<file path="src/rtl/midi_voice_alloc_pkg.sv">
// Shared MIDI constants for the voice allocator.
//   MSG_*      : status nibbles accepted from midi_in
//   CC_*       : controller numbers with special meaning
//   msg_ok()   : true for the status nibbles the allocator reacts to
package midi_voice_alloc_pkg;

    localparam logic [3:0] MSG_NOTE_OFF = 4'b1000;
    localparam logic [3:0] MSG_NOTE_ON  = 4'b1001;
    localparam logic [3:0] MSG_CC       = 4'b1011;

    localparam logic [6:0] CC_SUSTAIN   = 7'd64;
    localparam logic [6:0] CC_ALL_OFF   = 7'd123;

    function automatic logic msg_ok(input logic [3:0] msg);
        return (msg == MSG_NOTE_OFF) || (msg == MSG_NOTE_ON) || (msg == MSG_CC);
    endfunction

endpackage

</file>
<file path="src/rtl/midi_voice_alloc_voice_pick.sv">
// voice_pick: combinational target selection for a NOTE ON.
//   gate/notes/ranks : current per-voice state (rank 0 = newest)
//   in_note          : incoming note number
//   idx              : chosen voice
//   hit              : a gated voice already plays in_note (retrigger)
//   free             : no hit, and some voice is ungated (lowest index chosen)
//   stl              : no hit and no free voice; oldest voice chosen
module voice_pick #(
    parameter int VOICES = 4,
    parameter int RW     = 2
) (
    input  logic [VOICES-1:0]         gate,
    input  logic [VOICES-1:0][6:0]    notes,
    input  logic [VOICES-1:0][RW-1:0] ranks,
    input  logic [6:0]                in_note,
    output logic [RW-1:0]             idx,
    output logic                      hit,
    output logic                      free,
    output logic                      stl
);

    logic [RW-1:0] hit_idx, free_idx, old_idx;
    logic          any_hit, any_free;

    // Scan downwards so the lowest qualifying index is the one left standing.
    always_comb begin
        any_hit  = 1'b0;
        any_free = 1'b0;
        hit_idx  = '0;
        free_idx = '0;
        old_idx  = '0;
        for (int i = VOICES - 1; i >= 0; i--) begin
            if (gate[i] && notes[i] == in_note) begin
                any_hit = 1'b1;
                hit_idx = RW'(i);
            end
            if (!gate[i]) begin
                any_free = 1'b1;
                free_idx = RW'(i);
            end
            if (ranks[i] == RW'(VOICES - 1))
                old_idx = RW'(i);
        end
    end

    always_comb begin
        hit  = any_hit;
        free = !any_hit && any_free;
        stl  = !any_hit && !any_free;
        idx  = any_hit ? hit_idx : (any_free ? free_idx : old_idx);
    end

endmodule

</file>
<file path="src/rtl/midi_voice_alloc.sv">
// midi_voice_alloc: polyphonic voice allocator between midi_in and the
// per-voice note2dds/dds/ADSR chains.
//   clk, rst_n          : clock, synchronous active-low reset
//   ch_message/chan     : status nibble and channel, valid one cycle per message
//   note, lsb, msb      : note number, data byte 1, data byte 2
//   voice_gate          : per-voice gate (held or sustained)
//   voice_trig          : one-cycle pulse when a voice is (re)triggered
//   voice_note/vel      : per-voice note and velocity, 7 bits per voice
//   steal               : one-cycle pulse when an active voice was taken over
module midi_voice_alloc
    import midi_voice_alloc_pkg::*;
#(
    parameter int VOICES    = 4,
    parameter int OMNI      = 1,
    parameter int MIDI_CHAN = 0
) (
    input  logic                  clk,
    input  logic                  rst_n,
    input  logic [3:0]            ch_message,
    input  logic [3:0]            chan,
    input  logic [6:0]            note,
    input  logic [6:0]            lsb,
    input  logic [6:0]            msb,
    output logic [VOICES-1:0]     voice_gate,
    output logic [VOICES-1:0]     voice_trig,
    output logic [7*VOICES-1:0]   voice_note,
    output logic [7*VOICES-1:0]   voice_vel,
    output logic                  steal
);

    localparam int RW = (VOICES > 1) ? $clog2(VOICES) : 1;

    logic [VOICES-1:0][6:0]    note_v, vel_v;
    logic [VOICES-1:0][RW-1:0] rank_v;
    logic [VOICES-1:0]         gate_v, trig_v;
    logic                      sustain;

    logic          chan_ok, acc, is_on, is_off, is_cc, sus_set, sus_fall, all_off;
    logic [RW-1:0] tgt, tgt_rank;
    logic          pk_hit, pk_free, pk_stl;

    always_comb begin
        chan_ok  = (OMNI != 0) || (chan == 4'(MIDI_CHAN));
        acc      = chan_ok && msg_ok(ch_message);
        // NOTE ON with velocity 0 is the running-status form of NOTE OFF.
        is_on    = acc && ch_message == MSG_NOTE_ON && msb != 7'd0;
        is_off   = acc && (ch_message == MSG_NOTE_OFF ||
                           (ch_message == MSG_NOTE_ON && msb == 7'd0));
        is_cc    = acc && ch_message == MSG_CC;
        sus_set  = is_cc && lsb == CC_SUSTAIN;
        sus_fall = sus_set && sustain && !msb[6];
        all_off  = is_cc && lsb == CC_ALL_OFF;
        tgt_rank = rank_v[tgt];
    end

    voice_pick #(.VOICES(VOICES), .RW(RW)) u_pick (
        .gate    (gate_v),
        .notes   (note_v),
        .ranks   (rank_v),
        .in_note (note),
        .idx     (tgt),
        .hit     (pk_hit),
        .free    (pk_free),
        .stl     (pk_stl)
    );

    always_ff @(posedge clk) begin
        if (!rst_n) begin
            sustain <= 1'b0;
            steal   <= 1'b0;
        end else begin
            steal <= is_on && pk_stl;
            if (sus_set)
                sustain <= msb[6];
        end
    end

    for (genvar i = 0; i < VOICES; i++) begin : g_voice
        logic          g, h, t;
        logic [6:0]    n, v;
        logic [RW-1:0] r;
        logic          sel, off_hit;

        always_comb begin
            sel     = is_on && tgt == RW'(i);
            off_hit = is_off && g && n == note;
        end

        always_ff @(posedge clk) begin
            if (!rst_n) begin
                g <= 1'b0;
                h <= 1'b0;
                t <= 1'b0;
                n <= '0;
                v <= '0;
                r <= RW'(i);
            end else begin
                t <= 1'b0;
                if (sel) begin
                    // A retrigger keeps its note; fresh or stolen voices load it.
                    if (pk_free || pk_stl) begin
                        n <= note;
                        g <= 1'b1;
                    end
                    v <= msb;
                    t <= 1'b1;
                    h <= 1'b0;
                    r <= '0;
                end else if (is_on && r < tgt_rank) begin
                    // Only voices newer than the target age; ranks stay a permutation.
                    r <= r + RW'(1);
                end
                if (off_hit) begin
                    if (sustain) h <= 1'b1;
                    else         g <= 1'b0;
                end
                if ((sus_fall && h) || all_off) begin
                    g <= 1'b0;
                    h <= 1'b0;
                end
            end
        end

        assign note_v[i] = n;
        assign vel_v[i]  = v;
        assign rank_v[i] = r;
        assign gate_v[i] = g;
        assign trig_v[i] = t;
    end

    assign voice_gate = gate_v;
    assign voice_trig = trig_v;
    assign voice_note = note_v;
    assign voice_vel  = vel_v;

endmodule

</file>
<file path="config.mk">
export PLATFORM = sky130hd
export DESIGN_NAME = midi_voice_alloc
export DESIGN_NICKNAME = d
export VERILOG_FILES = /design/src/rtl/midi_voice_alloc_pkg.sv /design/src/rtl/midi_voice_alloc_voice_pick.sv /design/src/rtl/midi_voice_alloc.sv
export SDC_FILE = /design/constraint.sdc
export NUM_CORES = 1
export LEC_CHECK = 0
export ABC_AREA = 0
export CAP_MARGIN = 20
export CORE_AREA = 2 2 76 115
export DETAILED_ROUTE_END_ITERATION = 10
export DIE_AREA = 0 0 78 117
export GPL_TIMING_DRIVEN = 1
export PLACE_DENSITY = 0.76
export SLEW_MARGIN = 10
export SYNTH_ARGS = -nofsm -noshare
export SYNTH_HDL_FRONTEND = slang
export SYNTH_SLANG_ARGS = --single-unit
</file>
<file path="constraint.sdc">
create_clock -name clk -period 8.1 [get_ports clk]
set_clock_uncertainty 0.15 [all_clocks]
set_input_delay 1.62 -clock clk [delete_from_list [all_inputs] [get_ports clk]]
set_output_delay 1.62 -clock clk [all_outputs]
set_load 0.03 [all_outputs]
</file>
==> impl_metrics.prom, run 1 <==
# TYPE chip_impl_metric gauge
chip_impl_info{name="yosys.area.top_type",value="sky130_fd_sc_hd__dfxtp_1"} 1
chip_impl_metric{name="place.detailed.hpwl",unit="um"} 8190
chip_impl_metric{name="placement.io_buffers",unit=""} 91
chip_impl_metric{name="worst_skew_pair.late_latency",unit="ps"} 350
chip_impl_metric{name="sw_frac_of_total",unit="%"} 26.0
chip_impl_metric{name="grt_start_max_net_pins",unit=""} 30
chip_impl_metric{name="antenna_cells",unit=""} 0
chip_impl_metric{name="timing.critical_path.required",unit="ps"} 8180
chip_impl_metric{name="detail_route.iter0.violations",unit=""} 275
chip_impl_metric{name="cell_internal_pwr",unit="mW"} 0.633
chip_impl_metric{name="comb_power_share",unit="%"} 8.5
chip_impl_metric{name="cp_data_arrival_time",unit="ps"} 5250
chip_impl_info{name="layout_common_cells",value="sky130_fd_sc_hd__clkdlybuf4s50_1 (91), sky130_fd_sc_hd__dfxtp_1 (78), sky130_fd_sc_hd__nor2_1 (53)"} 1
chip_impl_info{name="worst_setup_path_end_kind",value="register"} 1
chip_impl_metric{name="final.setup.tns",unit="ps"} 0
chip_impl_metric{name="design.core.area",unit="um^2"} 8210
chip_impl_metric{name="gp_congestion",unit=""} 0.974
chip_impl_metric{name="cts_setup_buffers",unit=""} 0
chip_impl_info{name="cpLargestDelayFamily",value="simple AND/OR/NAND/NOR gates"} 1
chip_impl_metric{name="power-per-cell-area",unit="nW/um^2"} 169
chip_impl_info{name="cts_root_buffer_type",value="sky130_fd_sc_hd__clkbuf_16"} 1
chip_impl_metric{name="slew_headroom",unit="%"} 33.2
chip_impl_metric{name="mappedNetlistArea",unit="um^2"} 3900
chip_impl_metric{name="whs",unit="ps"} 328
chip_impl_info{name="final_common_cell",value="sky130_fd_sc_hd__clkdlybuf4s50_1"} 1
chip_impl_info{name="critPathLaunchType",value="input port"} 1
chip_impl_metric{name="post-route-min-period",unit="ps"} 5170
chip_impl_metric{name="dr_total_vias",unit=""} 3422
chip_impl_metric{name="cts.htree.levels",unit=""} 3
chip_impl_metric{name="post_route_wl",unit="um"} 10900
chip_impl_metric{name="die_footprint",unit="um^2"} 9130
chip_impl_info{name="critical_path_cell_list",value="clkdlybuf4s50_1 > xnor2_1 > nand4_1 > nor2_1 > o311ai_2 > a211oi_1 > nand2_1 > mux2i_1 > nor2_1"} 1
chip_impl_info{name="outcome",value="finished, final reports clean"} 1
chip_impl_metric{name="grt_pass1_vias",unit=""} 3416
chip_impl_metric{name="cts.path.max_buffers",unit=""} 2
chip_impl_metric{name="yosys_warnings",unit=""} 0
chip_impl_metric{name="yosys.cell_types.count",unit=""} 60
chip_impl_info{name="type_of_the_setup_path_with_the_least_slack",value="input port to register"} 1
chip_impl_metric{name="power.leakage",unit="nW"} 2.08
chip_impl_metric{name="layout_worst_path_cycle_share",unit="%"} 63.9
chip_impl_metric{name="drt_drc_violations_left",unit=""} 0
chip_impl_metric{name="nFillCells",unit=""} 731
chip_impl_metric{name="yosys_register_bits",unit=""} 78
chip_impl_metric{name="hold_viol",unit=""} 0
chip_impl_metric{name="wire_length_of_the_first_global_routing_pass",unit="um"} 17500
chip_impl_metric{name="yosys.area.top_type_share",unit="%"} 40.1
chip_impl_metric{name="chipWidth",unit="um"} 78
chip_impl_metric{name="finalSetupViolCount",unit=""} 0
chip_impl_metric{name="syn-mean-instance-area",unit="um^2"} 9.39
chip_impl_metric{name="postLayoutSetupSlackWorst",unit="ps"} 2930
chip_impl_metric{name="crit_fanout",unit=""} 10
chip_impl_metric{name="achievable-frequency",unit="MHz"} 193
chip_impl_info{name="grt_setup_unrepaired",value="false"} 1
chip_impl_metric{name="io_pins",unit=""} 96
chip_impl_info{name="min-delay-path-class",value="register to register"} 1
chip_impl_metric{name="syn_to_final_growth",unit="%"} 29.9
chip_impl_info{name="critical-path-slowest-cell",value="sky130_fd_sc_hd__clkdlybuf4s50_1"} 1
chip_impl_info{name="synth-main-ff-cell",value="sky130_fd_sc_hd__dfxtp_1"} 1
chip_impl_metric{name="switchingPower",unit="mW"} 0.223
chip_impl_metric{name="tritoncts_buffer_count",unit=""} 9
chip_impl_metric{name="fraction_of_the_yosys_area_taken_by_sequential_cells",unit="%"} 40.1
chip_impl_metric{name="grt_antenna_before_repair",unit=""} 0
chip_impl_metric{name="synth_enable_flop_cells",unit=""} 0
chip_impl_metric{name="layout-drive-gt1-share",unit="%"} 7.24
chip_impl_metric{name="cts.sink_count",unit=""} 78
chip_impl_metric{name="slowest_delay",unit="ps"} 760
chip_impl_metric{name="pre_cts_slack",unit="ps"} 2600
chip_impl_metric{name="postSynth.asyncResetShare",unit="%"} 0
chip_impl_metric{name="floorplan.initialDensity",unit="%"} 47.5
chip_impl_metric{name="finish.utilization",unit="%"} 61.7
chip_impl_metric{name="slew_viol_final",unit=""} 0
chip_impl_metric{name="grt_usage",unit="%"} 25.1
chip_impl_info{name="most_area_consuming_cells_after_synthesis",value="sky130_fd_sc_hd__dfxtp_1 (40%), sky130_fd_sc_hd__mux2i_1 (9.2%), sky130_fd_sc_hd__nor2_1 (5.1%)"} 1
chip_impl_metric{name="sequentialPowerShare",unit="%"} 45.7
chip_impl_metric{name="globalRouteOverflowTotal",unit=""} 0
chip_impl_metric{name="viasPerCell",unit=""} 5.67
chip_impl_metric{name="post_cts_resized",unit=""} 0
chip_impl_metric{name="fp.dieH",unit="um"} 117
chip_impl_metric{name="worstMarginPinSlew",unit="ps"} 995
chip_impl_metric{name="detail_route.first_pass.iterations",unit=""} 5
chip_impl_metric{name="path_buf_inv",unit=""} 1
chip_impl_metric{name="clock_transition_at_path_regs",unit="ps"} 60
chip_impl_metric{name="fin_nets",unit=""} 527
chip_impl_metric{name="synthesis.nets",unit=""} 450
chip_impl_info{name="path_common_cell",value="sky130_fd_sc_hd__nor2_1"} 1
chip_impl_metric{name="cts.hold.buffers_added",unit=""} 0
chip_impl_metric{name="drv.max_cap_violation_count",unit=""} 0
chip_impl_metric{name="final_antenna_net_count",unit=""} 0
chip_impl_metric{name="maximum_resistive_drop_on_vdd",unit="mV"} 0.118
chip_impl_metric{name="clockPowerShare",unit="%"} 45.7
chip_impl_metric{name="route.detailed.wl_per_inst",unit="um"} 18.0
chip_impl_metric{name="post_synth_inst_count",unit=""} 415
chip_impl_info{name="clock_tree_from_tritoncts",value="yes"} 1
chip_impl_metric{name="floorplan.rows",unit=""} 41
-- registers in the layout, indices dropped and copies added, names as in the netlist --
register   cells
g_voice.r      8
g_voice.t      4
sustain        1
g_voice.h      4
steal          1
g_voice.v     28
g_voice.g      4
g_voice.n     28
-- power by group through the flow --
stage / clock network (mW) / logic (mW) / registers [mW]
floorplan: 0 / 0.0424 / 0.401
global placement: 0 / 0.0703 / 0.400
detailed placement: 0 / 0.0723 / 0.400
CTS: 0.395 / 0.0726 / 0.391
global route: 0.414 / 0.0785 / 0.391
finish: 0.391 / 0.0730 / 0.391
-- path summary, 6_finish.rpt --
| path | startpoint | to | slack (ps) | cells after the start |
|---|---|---|---|---|
| setup / recovery | note[1] | g_voice[3].n[6] | 2930 | 9 |
| hold / removal | g_voice[2].v[4] | g_voice[2].v[4] | 330 | 1 |
| setup reg to reg | g_voice[2].n[2] | g_voice[3].n[6] | 4600 | 8 |
| hold reg to reg | g_voice[2].v[4] | g_voice[2].v[4] | 330 | 1 |
-- Yosys cell counts, drive strengths merged, types with 3 or more instances --
| cell | instances |
|---|---|
| clkbuf | 11 |
| xnor2 | 14 |
| a22o | 21 |
| a21oi | 17 |
| inv | 14 |
| buf | 17 |
| nor3 | 9 |
| nand4 | 5 |
| or2 | 3 |
| o21ai | 13 |
| a22oi | 5 |
| ha | 4 |
| nor2b | 6 |
| nor4 | 7 |
| or4 | 3 |
| nand4b | 3 |
| xor2 | 14 |
| mux2i | 39 |
| dfxtp | 78 |
| nand3 | 10 |
| a211oi | 7 |
| nor2 | 53 |
| o211ai | 3 |
| and3 | 5 |
| nand2b | 3 |
| o311a | 3 |
| a221o | 3 |
| nand2 | 18 |
-- worst register-to-register path, delay by kind of cell (launching register included) --
kind | cells | cell delay, ps
mux | 1 | 280
flops | 1 | 390
xor+xnor | 1 | 150
simple gates | 4 | 1420
compound gates | 2 | 1000
-- metrics by stage --
stage	cell area, um^2	total power, mW	cells
2_1_floorplan	3900	0.443	415
3_3_place_gp	4760	0.470	587
4_1_cts	5060	0.859	604
5_1_grt	5060	0.884	604
3_5_place_dp	4770	0.472	588
6_report	5060	0.856	604
-- logic make-up after synthesis --
family	after synthesis	share of synthesized area [%]
xor gates and xnor gates	28	7.06
buffers and inverters	42	6.29
adders and majority gates	5	1.57
AOI/OAI and AO/OA	89	17.1
muxes	40	10.8
and+or+nand+nor	133	17.0
DFF	78	40.1
-- cell type report --
class                           count  area (um^2)  area share [%]
Clock buffer                        9          225            4.45
Clock inverter                      7         65.1            1.29
Tap cell                          107          134            2.65
Multi-Input combinational cell    295         2090            41.3
Sequential cell                    78         1560            30.9
Timing Repair Buffer               94          933            18.4
Inverter                           14         52.6            1.04
-- layer usage --
layer  wire [um]  share of wire (%)  track usage (%)
met5           0                  0                0
met4         515                4.7             16.5
met3         416                3.8             4.29
met2        5850                 54             46.7
met1        4110                 38             25.8
Note: power is estimated with default switching activity, not from simulation.
==> inputs of run 2 (changes only) <==
==> constraint.sdc (replaced) <==
create_clock -name clk -period 5.1 [get_ports clk]
set_clock_uncertainty 0.15 [all_clocks]
set_input_delay 1.02 -clock clk [delete_from_list [all_inputs] [get_ports clk]]
set_output_delay 1.02 -clock clk [all_outputs]
set_load 0.03 [all_outputs]
==> run 2 against run 1 <==
Net effect: register-to-register slack lost 2800 ps; non-clock buffer count rose by 6; worst hold slack got worse by 1.9 ps; sequential cell count stayed put; sequential power increased by 59%; clock power increased by 67%; utilization grew 0.64 points; total power up 63%.
==> impl_metrics.prom, run 2 (synthesis results as in run 1) <==
# TYPE chip_impl_metric gauge
chip_impl_metric{name="post-route-min-period",unit="ps"} 4290
chip_impl_metric{name="postLayoutSetupSlackWorst",unit="ps"} 809
chip_impl_metric{name="tritoncts_buffer_count",unit=""} 9
chip_impl_metric{name="gp_congestion",unit=""} 0.918
chip_impl_metric{name="switchingPower",unit="mW"} 0.342
chip_impl_metric{name="final.setup.tns",unit="ps"} 0
chip_impl_metric{name="sequentialPowerShare",unit="%"} 44.7
chip_impl_metric{name="power.total",unit="mW"} 1.39
chip_impl_metric{name="cp_data_arrival_time",unit="ps"} 4380
chip_impl_metric{name="comb_power_share",unit="%"} 8.4
chip_impl_metric{name="crit_fanout",unit=""} 10
chip_impl_info{name="clock_tree_from_tritoncts",value="yes"} 1
chip_impl_info{name="layout_common_cells",value="sky130_fd_sc_hd__clkdlybuf4s50_1 (91), sky130_fd_sc_hd__dfxtp_1 (78), sky130_fd_sc_hd__nor2_1 (53)"} 1
chip_impl_info{name="final_common_cell",value="sky130_fd_sc_hd__clkdlybuf4s50_1"} 1
chip_impl_metric{name="met3_routed_wl",unit="um"} 440
chip_impl_metric{name="slew_headroom",unit="%"} 28.3
chip_impl_metric{name="post_cts_resized",unit=""} 0
chip_impl_metric{name="io_pins",unit=""} 96
chip_impl_metric{name="chipWidth",unit="um"} 78
chip_impl_metric{name="cell_internal_pwr",unit="mW"} 1.05
chip_impl_metric{name="grt_start_max_net_pins",unit=""} 35
chip_impl_metric{name="sw_frac_of_total",unit="%"} 24.6
chip_impl_metric{name="hold_viol",unit=""} 0
chip_impl_metric{name="viasPerCell",unit=""} 5.70
chip_impl_metric{name="syn_to_final_growth",unit="%"} 31.2
chip_impl_metric{name="cts_setup_buffers",unit=""} 0
chip_impl_metric{name="cts.htree.levels",unit=""} 3
chip_impl_metric{name="drt_drc_violations_left",unit=""} 0
chip_impl_metric{name="antenna_cells",unit=""} 0
chip_impl_metric{name="grt_usage",unit="%"} 24.6
chip_impl_info{name="cts_root_buffer_type",value="sky130_fd_sc_hd__clkbuf_16"} 1
chip_impl_metric{name="power.leakage",unit="nW"} 2.11
chip_impl_metric{name="power-per-cell-area",unit="nW/um^2"} 272
chip_impl_info{name="min-delay-path-class",value="register to register"} 1
chip_impl_metric{name="fin_nets",unit=""} 533
chip_impl_metric{name="place.detailed.hpwl",unit="um"} 8160
chip_impl_metric{name="dr_total_vias",unit=""} 3477
chip_impl_info{name="routed.top_layer",value="met4"} 1
chip_impl_metric{name="detail_route.iter0.violations",unit=""} 321
chip_impl_metric{name="worst_skew_pair.late_latency",unit="ps"} 340
chip_impl_metric{name="route.detailed.wl_per_inst",unit="um"} 17.8
chip_impl_info{name="outcome",value="finished, final reports clean"} 1
chip_impl_info{name="worst_setup_path_end_kind",value="register"} 1
chip_impl_metric{name="cts.path.max_buffers",unit=""} 2
chip_impl_metric{name="routedLengthMet1",unit="um"} 4050
chip_impl_metric{name="timing.critical_path.required",unit="ps"} 5180
chip_impl_metric{name="die_footprint",unit="um^2"} 9130
chip_impl_metric{name="grt_pass1_vias",unit=""} 3455
chip_impl_metric{name="achievable-frequency",unit="MHz"} 233
chip_impl_metric{name="design.core.area",unit="um^2"} 8210
chip_impl_info{name="grt_setup_unrepaired",value="false"} 1
chip_impl_metric{name="post_route_wl",unit="um"} 10800
chip_impl_metric{name="slew_viol_final",unit=""} 0
chip_impl_info{name="critical_path_cell_list",value="clkdlybuf4s50_1 > xnor2_1 > nand4_1 > nor2_1 > o311a_1 > mux2i_2 > mux2i_4 > maj3_2 > a311o_1"} 1
chip_impl_metric{name="globalRouteOverflowTotal",unit=""} 0
chip_impl_metric{name="cts.sink_count",unit=""} 78
chip_impl_metric{name="whs",unit="ps"} 326
chip_impl_metric{name="fp.dieH",unit="um"} 117
chip_impl_metric{name="drv.max_cap_violation_count",unit=""} 0
chip_impl_metric{name="nFillCells",unit=""} 711
chip_impl_metric{name="layout-drive-gt1-share",unit="%"} 8.15
chip_impl_metric{name="grt_antenna_before_repair",unit=""} 0
chip_impl_metric{name="wire_length_of_the_first_global_routing_pass",unit="um"} 17400
chip_impl_metric{name="slowest_delay",unit="ps"} 680
chip_impl_metric{name="maximum_resistive_drop_on_vdd",unit="mV"} 0.222
chip_impl_metric{name="clock_transition_at_path_regs",unit="ps"} 60
chip_impl_metric{name="floorplan.initialDensity",unit="%"} 47.5
chip_impl_metric{name="final_antenna_net_count",unit=""} 0
chip_impl_metric{name="cts.hold.buffers_added",unit=""} 0
chip_impl_metric{name="detail_route.first_pass.iterations",unit=""} 4
chip_impl_info{name="largestRegisters",value="g_voice.n: 28 flops, g_voice.v: 28 flops, g_voice.r: 8 flops"} 1
chip_impl_metric{name="clockPowerShare",unit="%"} 46.9
chip_impl_metric{name="finalSetupViolCount",unit=""} 0
chip_impl_metric{name="layout_worst_path_cycle_share",unit="%"} 84.1
chip_impl_metric{name="worstMarginPinSlew",unit="ps"} 1070
chip_impl_metric{name="met2_wirelength",unit="um"} 5700
chip_impl_metric{name="pre_cts_slack",unit="ps"} 561
chip_impl_metric{name="placement.io_buffers",unit=""} 91
chip_impl_info{name="type_of_the_setup_path_with_the_least_slack",value="input port to register"} 1
chip_impl_info{name="critPathLaunchType",value="input port"} 1
chip_impl_info{name="critical-path-slowest-cell",value="sky130_fd_sc_hd__clkdlybuf4s50_1"} 1
chip_impl_metric{name="floorplan.rows",unit=""} 41
==> run 2: cell count changes in the layout (fill, tap and decap cells not counted), sizes merged <==
cell | before | now
buf | 3 | 9
bufinv | 0 | 1
inv | 18 | 16
clkbuf | 9 | 10
==> run 2: path summary, 6_finish.rpt <==
path                                       from               to  slack [ps]  depth (start not counted)
worst min register to register     g_voice[1].h     g_voice[1].h         330                          1
worst max-delay path                    note[6]  g_voice[3].r[0]         810                          9
worst min-delay path               g_voice[1].h     g_voice[1].h         330                          1
worst max register to register  g_voice[2].n[2]  g_voice[3].r[0]        1820                          8
==> run 2: per-layer routing <==
layer	vias up	track usage, %
met3	40	4.06
li1	1666	-
met4	0	16.4
met5	-	0
met1	1637	26.0
met2	134	44.8
==> run 2: cell type report <==
| class | count | area (um^2) | share of cell area [%] |
|---|---|---|---|
| Inverter | 14 | 52.6 | 1.03 |
| Timing Repair Buffer | 100 | 978 | 19.1 |
| Tap cell | 107 | 134 | 2.62 |
| Clock inverter | 6 | 68.8 | 1.35 |
| Multi-Input combinational cell | 295 | 2090 | 40.9 |
| Clock buffer | 10 | 229 | 4.48 |
| Sequential cell | 78 | 1560 | 30.5 |
==> run 2: metrics by stage <==
stage / area, um^2 / utilization [%] / std cells
detailed placement: 4820 / 58.7 / 594
finish: 5110 / 62.3 / 610
global route: 5110 / 62.3 / 610
global placement: 4820 / 58.7 / 594
floorplan: 3900 / - / 415
CTS: 5110 / 62.3 / 610
==> run 2: power groups by stage <==
stage | clock (mW) | sequential (mW) | combinational [mW]
6_report | 0.652 | 0.622 | 0.117
5_1_grt | 0.685 | 0.622 | 0.126
4_1_cts | 0.658 | 0.621 | 0.117
3_5_place_dp | 0 | 0.635 | 0.116
3_3_place_gp | 0 | 0.635 | 0.114
2_1_floorplan | 0 | 0.637 | 0.0674
==> run 2: critical path: cells and delay by family <==
| kind | cells | cell delay [ps] |
|---|---|---|
| fa+ha+maj | 1 | 330 |
| mux | 2 | 530 |
| xor+xnor | 1 | 160 |
| simple gates | 2 | 800 |
| compound gates | 2 | 830 |
| buf+inv | 1 | 680 |
==> inputs of run 3 (changes only) <==
==> constraint.sdc (replaced) <==
create_clock -name clk -period 3.97 [get_ports clk]
set_clock_uncertainty 0.15 [all_clocks]
set_input_delay 0.794 -clock clk [delete_from_list [all_inputs] [get_ports clk]]
set_output_delay 0.794 -clock clk [all_outputs]
set_load 0.03 [all_outputs]
==> run 3 against run 2 <==
Net effect: design area grew 5.3%; final cell count grew 5.6%; worst setup slack lost 440 ps; worst hold slack lost 1.9 ps; first-iteration DRC count shrank 30%; via count grew 4.1%; total power grew 29%; largest power group unchanged.
==> impl_metrics.prom, run 3 (synthesis results as in run 1) <==
# TYPE chip_impl_metric gauge
chip_impl_metric{name="final.setup.tns",unit="ps"} 0
chip_impl_metric{name="drt_drc_violations_left",unit=""} 0
chip_impl_metric{name="dr_total_vias",unit=""} 3618
chip_impl_metric{name="area.sequential",unit="um^2"} 1560
chip_impl_metric{name="grt_usage",unit="%"} 26.4
chip_impl_metric{name="worstMarginPinSlew",unit="ps"} 588
chip_impl_metric{name="cts.htree.levels",unit=""} 3
chip_impl_metric{name="globalRouteOverflowTotal",unit=""} 0
chip_impl_metric{name="io_pins",unit=""} 96
chip_impl_metric{name="drv.max_cap_violation_count",unit=""} 0
chip_impl_metric{name="setup_slack_of_the_most_critical_reg_to_reg_path",unit="ps"} 920
chip_impl_metric{name="grt_pass1_vias",unit=""} 3667
chip_impl_metric{name="finalSetupViolCount",unit=""} 0
chip_impl_metric{name="cts.sink_count",unit=""} 78
chip_impl_metric{name="cts_setup_buffers",unit=""} 0
chip_impl_metric{name="crit_fanout",unit=""} 7
chip_impl_metric{name="cts.hold.buffers_added",unit=""} 0
chip_impl_metric{name="grt_start_max_net_pins",unit=""} 37
chip_impl_metric{name="hold_viol",unit=""} 0
chip_impl_metric{name="syn_to_final_growth",unit="%"} 38.2
chip_impl_metric{name="placement.io_buffers",unit=""} 91
chip_impl_info{name="clock_tree_from_tritoncts",value="yes"} 1
chip_impl_info{name="largestRegisters",value="g_voice.n: 28 flops, g_voice.v: 28 flops, g_voice.r: 8 flops"} 1
chip_impl_metric{name="layout.cell_area.non_filler",unit="um^2"} 5380
chip_impl_metric{name="detail_route.first_pass.iterations",unit=""} 4
chip_impl_metric{name="grt_antenna_before_repair",unit=""} 0
chip_impl_metric{name="final_antenna_net_count",unit=""} 0
chip_impl_metric{name="min_path_cells",unit=""} 1
chip_impl_metric{name="layout-drive-gt1-share",unit="%"} 14.0
chip_impl_metric{name="design.core.area",unit="um^2"} 8210
chip_impl_info{name="layout_common_cells",value="sky130_fd_sc_hd__clkdlybuf4s50_1 (91), sky130_fd_sc_hd__dfxtp_1 (78), sky130_fd_sc_hd__nor2_1 (53)"} 1
chip_impl_metric{name="fp.dieH",unit="um"} 117
chip_impl_metric{name="timing.critical_path.required",unit="ps"} 4040
chip_impl_metric{name="post-route-min-period",unit="ps"} 3600
chip_impl_metric{name="floorplan.rows",unit=""} 41
chip_impl_metric{name="tritoncts_buffer_count",unit=""} 9
chip_impl_metric{name="power-per-cell-area",unit="nW/um^2"} 333
chip_impl_info{name="min-delay-path-class",value="register to register"} 1
chip_impl_metric{name="chipWidth",unit="um"} 78
chip_impl_info{name="startpoint_of_the_most_critical_register_to_register_path",value="g_voice[2].r[0]"} 1
chip_impl_metric{name="viasPerCell",unit=""} 5.62
chip_impl_info{name="type_of_the_setup_path_with_the_least_slack",value="input port to register"} 1
chip_impl_info{name="hold_path.startpoint",value="g_voice[1].v[4]"} 1
chip_impl_metric{name="r2r.worst_path.cells",unit=""} 9
chip_impl_metric{name="floorplan.initialDensity",unit="%"} 47.5
chip_impl_metric{name="wire_length_of_the_first_global_routing_pass",unit="um"} 18300
chip_impl_metric{name="route.detailed.wl_per_inst",unit="um"} 17.6
chip_impl_metric{name="cts.path.max_buffers",unit=""} 2
chip_impl_metric{name="antenna_cells",unit=""} 0
chip_impl_metric{name="worst_skew_pair.late_latency",unit="ps"} 340
chip_impl_metric{name="numPlacedInstances",unit=""} 628
chip_impl_metric{name="nFillCells",unit=""} 675
chip_impl_info{name="cts_root_buffer_type",value="sky130_fd_sc_hd__clkbuf_16"} 1
chip_impl_metric{name="layout_worst_path_cycle_share",unit="%"} 90.6
chip_impl_metric{name="post_cts_resized",unit=""} 0
chip_impl_metric{name="fin_nets",unit=""} 567
chip_impl_info{name="r2r-end",value="g_voice[3].r[0]"} 1
chip_impl_metric{name="post_route_wl",unit="um"} 11400
chip_impl_metric{name="slew_headroom",unit="%"} 60.4
chip_impl_metric{name="place_area",unit="um^2"} 5080
chip_impl_metric{name="multi_input_comb_area",unit="um^2"} 2090
chip_impl_metric{name="place.detailed.hpwl",unit="um"} 8760
chip_impl_metric{name="gp_congestion",unit=""} 0.959
chip_impl_info{name="grt_setup_unrepaired",value="false"} 1
chip_impl_metric{name="cp_data_arrival_time",unit="ps"} 3670
chip_impl_metric{name="power.leakage",unit="nW"} 2.28
chip_impl_metric{name="detail_route.iter0.violations",unit=""} 226
chip_impl_metric{name="maximum_resistive_drop_on_vdd",unit="mV"} 0.278
chip_impl_metric{name="slew_viol_final",unit=""} 0
chip_impl_info{name="worst_setup_path_end_kind",value="register"} 1
chip_impl_metric{name="count_of_non_filler_cells_in_the_finished_layout",unit=""} 644
chip_impl_info{name="final_common_cell",value="sky130_fd_sc_hd__clkdlybuf4s50_1"} 1
chip_impl_info{name="outcome",value="finished, final reports clean"} 1
chip_impl_metric{name="achievable-frequency",unit="MHz"} 278
chip_impl_info{name="critPathLaunchType",value="input port"} 1
chip_impl_metric{name="die_footprint",unit="um^2"} 9130
chip_impl_metric{name="clock_transition_at_path_regs",unit="ps"} 60
chip_impl_info{name="hold_end",value="g_voice[1].v[4]"} 1
[run 3: final cells by class]
| type | count | share of cell area (%) |
|---|---|---|
| clock buffers | 11 | 4.51 |
| well taps | 107 | 2.49 |
| repair buffers | 134 | 23.2 |
| inverters | 14 | 0.976 |
| clock inverters | 5 | 1.05 |
| flip-flops and latches | 78 | 29.0 |
| multi-input cells | 295 | 38.8 |
[run 3: worst max-delay path, cell delays in order]
cell and delay, ps:
sky130_fd_sc_hd__clkdlybuf4s50_1 570, sky130_fd_sc_hd__xor2_2 240, sky130_fd_sc_hd__nor4_2 260, sky130_fd_sc_hd__and4_1 380
sky130_fd_sc_hd__o311a_1 330, sky130_fd_sc_hd__mux2i_2 310, sky130_fd_sc_hd__mux2i_4 120, sky130_fd_sc_hd__maj3_2 310
sky130_fd_sc_hd__a311o_1 340
[run 3: how the worst max path moves through the flow]
| stage | to | start | cells after the start |
|---|---|---|---|
| global placement | g_voice[3].r[0] | note[1] | 9 |
| finish | g_voice[3].r[0] | note[1] | 9 |
| global route | g_voice[3].r[0] | note[1] | 9 |
| CTS | g_voice[3].r[0] | note[1] | 9 |
| floorplan | g_voice[3].r[0] | note[3] | 11 |
| detailed placement | g_voice[3].r[0] | note[1] | 9 |
[run 3: where the power goes]
part | switching, mW | total (mW) | internal (mW) | leakage (nW)
combinational | 0.0866 | 0.162 | 0.0754 | 1.51
sequential | 0.00942 | 0.799 | 0.790 | 0.629
clock | 0.330 | 0.834 | 0.504 | 0.146
[run 3: metal layers]
layer  vias up  part of all wire [%]  track usage, %
met1      1719                    38            26.3
met4         0                   4.9            16.5
li1       1727                     -               -
met2       132                    54            50.2
met3        40                   3.7            4.75
met5         -                     0               0
[run 3: through the flow]
stage	setup WS, ps	total power, mW	hold slack, ps	util, %
floorplan	655	0.905	292	-
global placement	87.1	0.973	309	61.9
detailed placement	19.0	0.977	317	61.9
CTS	390	1.81	331	65.6
global route	214	1.85	345	65.6
finish	372	1.79	324	65.6
